<file path="src/rtl/tpu_command_assembler.sv">
// ============================================================================
// Module   : tpu_command_assembler
// Brief    : Collects opcode/payload bytes from a byte stream, packs them into
//            a 48-bit TPU command and issues it with a one-cycle execute
//            strobe, holding the word stable while the TPU is busy.
// Revision : 1.0 - initial release
// ============================================================================
`default_nettype none

`ifndef TPU_CLEARSCREEN
`define TPU_CLEARSCREEN 8'h01
`endif
`ifndef TPU_PRINT
`define TPU_PRINT       8'h02
`endif
`ifndef TPU_LOCATE
`define TPU_LOCATE      8'h03
`endif
`ifndef TPU_SETATTR
`define TPU_SETATTR     8'h04
`endif
`ifndef TPU_SETMASK
`define TPU_SETMASK     8'h05
`endif

module tpu_command_assembler #(
   parameter logic [23:0] TIMEOUT_CYCLES = 24'd1000000
) (
   input  logic        clk,
   input  logic        reset,
   input  logic        byte_valid,
   input  logic [7:0]  byte_data,
   output logic        byte_ready,
   output logic        tpu_execute,
   output logic [47:0] tpu_command,
   input  logic        tpu_busy,
   output logic [7:0]  err_count,
   output logic        idle
);

   typedef enum logic [2:0] {
      IDLE      = 3'd0,
      COLLECT   = 3'd1,
      ISSUE     = 3'd2,
      WAIT_ACK  = 3'd3,
      WAIT_DONE = 3'd4
   } state_t;

   localparam logic [23:0] C_TIMEOUT_LAST = TIMEOUT_CYCLES - 24'd1;

   state_t      state_q, state_d;
   logic [1:0]  remaining_q, remaining_d;
   logic [1:0]  slot_q, slot_d;
   logic [23:0] timer_q, timer_d;
   logic [47:0] cmd_q, cmd_d;
   logic [7:0]  err_q, err_d;

   logic        w_accept;
   logic        w_err_inc;
   logic        w_known;
   logic [1:0]  w_payload_len;

   assign byte_ready  = ((state_q == IDLE) || (state_q == COLLECT)) && !reset;
   assign w_accept    = byte_valid && byte_ready;
   assign tpu_execute = (state_q == ISSUE);
   assign tpu_command = cmd_q;
   assign err_count   = err_q;
   assign idle        = (state_q == IDLE);

   // Opcode decode: payload byte count following the opcode.
   always_comb begin
      w_known       = 1'b1;
      w_payload_len = 2'd0;
      case (byte_data)
         `TPU_CLEARSCREEN: w_payload_len = 2'd0;
         `TPU_PRINT:       w_payload_len = 2'd1;
         `TPU_LOCATE:      w_payload_len = 2'd2;
         `TPU_SETATTR:     w_payload_len = 2'd2;
         `TPU_SETMASK:     w_payload_len = 2'd3;
         default:          w_known       = 1'b0;
      endcase
   end

   // Next-state logic for the command FSM and its datapath registers.
   always_comb begin
      state_d     = state_q;
      remaining_d = remaining_q;
      slot_d      = slot_q;
      timer_d     = timer_q;
      cmd_d       = cmd_q;
      w_err_inc   = 1'b0;

      case (state_q)
         IDLE: begin
            if (w_accept) begin
               if (w_known) begin
                  cmd_d       = {40'h0, byte_data};
                  remaining_d = w_payload_len;
                  slot_d      = 2'd1;
                  timer_d     = 24'd0;
                  state_d     = (w_payload_len == 2'd0) ? ISSUE : COLLECT;
               end else begin
                  w_err_inc = 1'b1;
               end
            end
         end
         COLLECT: begin
            // An arriving byte beats a timeout firing in the same cycle.
            if (w_accept) begin
               cmd_d[{slot_q, 3'b000} +: 8] = byte_data;
               remaining_d = remaining_q - 2'd1;
               slot_d      = slot_q + 2'd1;
               timer_d     = 24'd0;
               if (remaining_q == 2'd1) begin
                  state_d = ISSUE;
               end
            end else if (timer_q == C_TIMEOUT_LAST) begin
               w_err_inc   = 1'b1;
               timer_d     = 24'd0;
               remaining_d = 2'd0;
               slot_d      = 2'd0;
               state_d     = IDLE;
            end else begin
               timer_d = timer_q + 24'd1;
            end
         end
         ISSUE: begin
            state_d = WAIT_ACK;
         end
         WAIT_ACK: begin
            // The TPU raises busy on the edge it samples execute; skip it.
            state_d = WAIT_DONE;
         end
         WAIT_DONE: begin
            if (!tpu_busy) begin
               state_d = IDLE;
            end
         end
         default: begin
            state_d = IDLE;
         end
      endcase

      err_d = err_q;
      if (w_err_inc && (err_q != 8'hFF)) begin
         err_d = err_q + 8'd1;
      end
   end

   // State and datapath registers with synchronous reset.
   always_ff @(posedge clk) begin
      if (reset) begin
         state_q     <= IDLE;
         remaining_q <= 2'd0;
         slot_q      <= 2'd0;
         timer_q     <= 24'd0;
         cmd_q       <= 48'h0;
         err_q       <= 8'h00;
      end else begin
         state_q     <= state_d;
         remaining_q <= remaining_d;
         slot_q      <= slot_d;
         timer_q     <= timer_d;
         cmd_q       <= cmd_d;
         err_q       <= err_d;
      end
   end

endmodule

`default_nettype wire

</file>
<file path="config.mk">
export PLATFORM = sky130hd
export DESIGN_NAME = tpu_command_assembler
export DESIGN_NICKNAME = d
export VERILOG_FILES = /design/src/rtl/tpu_command_assembler.sv
export SDC_FILE = /design/constraint.sdc
export NUM_CORES = 1
export LEC_CHECK = 0
export ABC_AREA = 1
export BUFFER_PORTS_ARGS = -buffer_cell sky130_fd_sc_hd__buf_2
export CAP_MARGIN = 20
export CORE_UTILIZATION = 25
export DETAILED_ROUTE_END_ITERATION = 8
export GPL_TIMING_DRIVEN = 0
export HOLD_SLACK_MARGIN = 0.06
export MAX_ROUTING_LAYER = met4
export PLACE_DENSITY = 0.47
export SLEW_MARGIN = 15
export SYNTH_ARGS = -nofsm -noshare
export SYNTH_HDL_FRONTEND = slang
export SYNTH_SLANG_ARGS = --single-unit
</file>
<file path="constraint.sdc">
create_clock -name clk -period 3 [get_ports clk]
set_clock_uncertainty 0.1 [all_clocks]
set_input_delay 0.9 -clock clk [delete_from_list [all_inputs] [get_ports clk]]
set_output_delay 0.9 -clock clk [all_outputs]
set_load 0.05 [all_outputs]
</file>
==> impl_results.md <==
* Met3 usage at 0.0385
* Crit Path Category: in2out
* Mean number of vias per cell at 4.31
* Commonest cells post-synth: nand2_1 (219), nor2_1 (108), inv_1 (96)
* Design area at 5880 um^2
* Leakage at 2.65 nW
* Flops & latches, synth at 87
* Initial DRC Count at 220
* DRC viols at 0
* Post-DP HPWL at 10,700 um
* Hold Buf Count CTS at 0
* Share of flip-flops with an asynchronous set or reset at 0
* Clk_lat worst skew at 0.35 ns
* Switching pwr at 0.627 mW
* Synth warn at 0
* Comb pwr share at 0.059
* Flop pwr share at 0.442
* Fmax at 353 MHz
* Sw Share at 0.237
* Crit start category: primary input
* Hold Slack at 0.351 ns
* Layout cells sized above 1 at 0.160
* Clock root buffer: clkbuf_16
* Post-Synthesis Net Count at 781
* Max Cap Violations at 0
* Final setup fails at 0
* Slew Viols, Final at 0
* Placement Rows at 50
* Sink Count at 87
* Placed cell areas at 5540 um^2
* Status: finished, final reports clean
* Global routing usage on met1 at 0.199
* Worst-Margin Slew at 0.913 ns
* Post-route ant nets at 0
* Final core occ at 0.311
* Crit end category: output pin
* Worst Slack Setup Final at 0.165 ns
* CTS tree: done
* GR peak layer: met2
* Fin crit share at 0.945
* RSZ-0062 raised after global routing: no
* Nets at 860
* Total number of vias at 4,765
* Synth top area cells: dfxtp_1 (36%), nand2_1 (17%), nor2_1 (8.3%), nand3_1 (8.1%), inv_1 (7.4%)
* Max H-tree Level at 3
* Die height at 142 um
* Top_reg_cell synth: dfxtp_1
* Number of buffers created by CTS at 9
* Initial antenna violation count at 0
* Pwr dens at 449 nW/um^2
* Most used cell, CP: buf_2
* Mapped cell area at 4870 um^2
* Headroom to the max-slew limit at 0.386
* Final GP Congestion at 0.838
* All-Layer GR Usage at 0.151
* Clock power share at 0.498
* Req. time, crit path at 2.00 ns
* EDFF count, synth at 0
* Max FO, Critical Path at 18
* Slowest CP cell: inv_2
* Top-count cell post-synth: nand2_1
* Clk slew on worst S/H paths at 0.06 ns
* Cells after DPL at 1,090
* Crit path cell chain: buf_2, inv_2, nand2_1, inv_1, buf_2
* Synth top area share at 0.358
* Final std cells w/o fill at 1,105
* Register area share after synthesis at 0.358
* Number of diodes at 0
* M2 GR Usage at 0.229
* Detailed-router iteration count before antenna repair at 5
* Max stage delay on crit path at 0.32 ns
* Total Wirelength at 13,900 um
* I/O Buffers at 69
* Largest net degree at the start of global routing at 19
* Worst hold path class: reg2reg
* Routed len/inst at 12.5 um
* Die X at 142 um
* Worst-case clock buffer depth at 2
* Critical path data arrival time at 1.83 ns
* Grt total ovfl at 0
* Final hold vios at 0
* Yosys top cell by area: dfxtp_1
* Initial Utilization at 0.258
* Die area at 20,000 um^2
* Core Area at 18,900 um^2
* Yosys cell types at 36
* Min Tclk post-route at 2.83 ns
* VDD IR max at 0.243 mV
* Global-route wire length before repair at 23,100 um
* Syn avg cell area at 6.40 um^2
* Post-Place Worst Slack at -0.195 ns
* Number of global-route vias before repair at 4,611
* Area grow syn2layout at 20.8%
* Cell count after synthesis at 761
* Number of I/O pins at 71
* Total internal power at 2.02 mW
[flip-flops by register name (all words and copies together), names as in the netlist]
name,count
slot_q,2
state_q,3
timer_q,24
remaining_q,2
err_count,8
tpu_command,48
[through the flow]
step                power [mW]  setup TNS, ns
floorplan                 1.31              0
global placement          1.36         -0.190
detailed placement        1.36         -0.195
CTS                       2.69              0
global route              2.76              0
finish                    2.64              0
[area by class of cell]
type / count / area [um^2]
plain buffers: 19 / 128
clock buffers: 9 / 225
clock inverters: 7 / 121
fillers: 2177 / 13000
inverters: 105 / 400
multi-input cells: 549 / 2590
flip-flops and latches: 87 / 1740
well taps: 260 / 325
repair buffers: 69 / 345
[per-layer routing]
layer	vias up	routed length [um]
li1	2550	-
met1	2133	7030
met2	80	6180
met3	2	616
met4	0	43
met5	-	0
[path summary, 6_finish.rpt]
| path | end | cells past startpoint | start | slack (ns) |
|---|---|---|---|---|
| hold reg to reg | tpu_command[42] | 2 | tpu_command[42] | 0.35 |
| hold / removal | tpu_command[42] | 2 | tpu_command[42] | 0.35 |
| setup reg to reg | tpu_command[8] | 8 | slot_q[0] | 0.53 |
| setup / recovery | byte_ready | 5 | reset | 0.17 |
[worst max-delay path: cells and delay by family]
family	cells	cell delay [ns]
buf+inv	4	0.82
simple gates	1	0.09
[power groups by stage]
| stage | registers, mW | logic [mW] | clock network, mW |
|---|---|---|---|
| floorplan | 1.22 | 0.0827 | 0 |
| global placement | 1.20 | 0.160 | 0 |
| detailed placement | 1.20 | 0.159 | 0 |
| CTS | 1.17 | 0.159 | 1.36 |
| global route | 1.17 | 0.175 | 1.42 |
| finish | 1.17 | 0.157 | 1.32 |
[cell usage in the layout (no fill, tap or decap), types with 2 or more instances in the layout]
cell,instances
clkinvlp_4,3
nand2_2,11
nor3_2,3
nand3_2,3
nand2_1,219
nand2_4,4
dfxtp_1,87
nor3_1,20
o21ai_1,6
nor2_1,108
nor2_4,2
buf_6,4
inv_2,7
ha_1,8
nand3_1,79
a21oi_1,34
clkbuf_1,7
or2_2,2
buf_2,72
nand4_1,19
clkbuf_16,9
bufinv_16,3
inv_1,96
buf_4,3
o21ai_0,10
nand3_4,2
xor2_1,11
[timing repair]
item	CTS	global route
gates resized for setup	0	0
setup endpoints to repair	1	0
buffers inserted	0	0
[logic make-up after synthesis]
family	after synthesis	synth area share
AOI/OAI and AO/OA	53	0.0573
xor gates and xnor gates	12	0.0216
adders and majority gates	8	0.0206
buffers and inverters	125	0.109
DFF	87	0.358
and+or+nand+nor	476	0.434
Note: power is estimated with default switching activity, not from simulation.
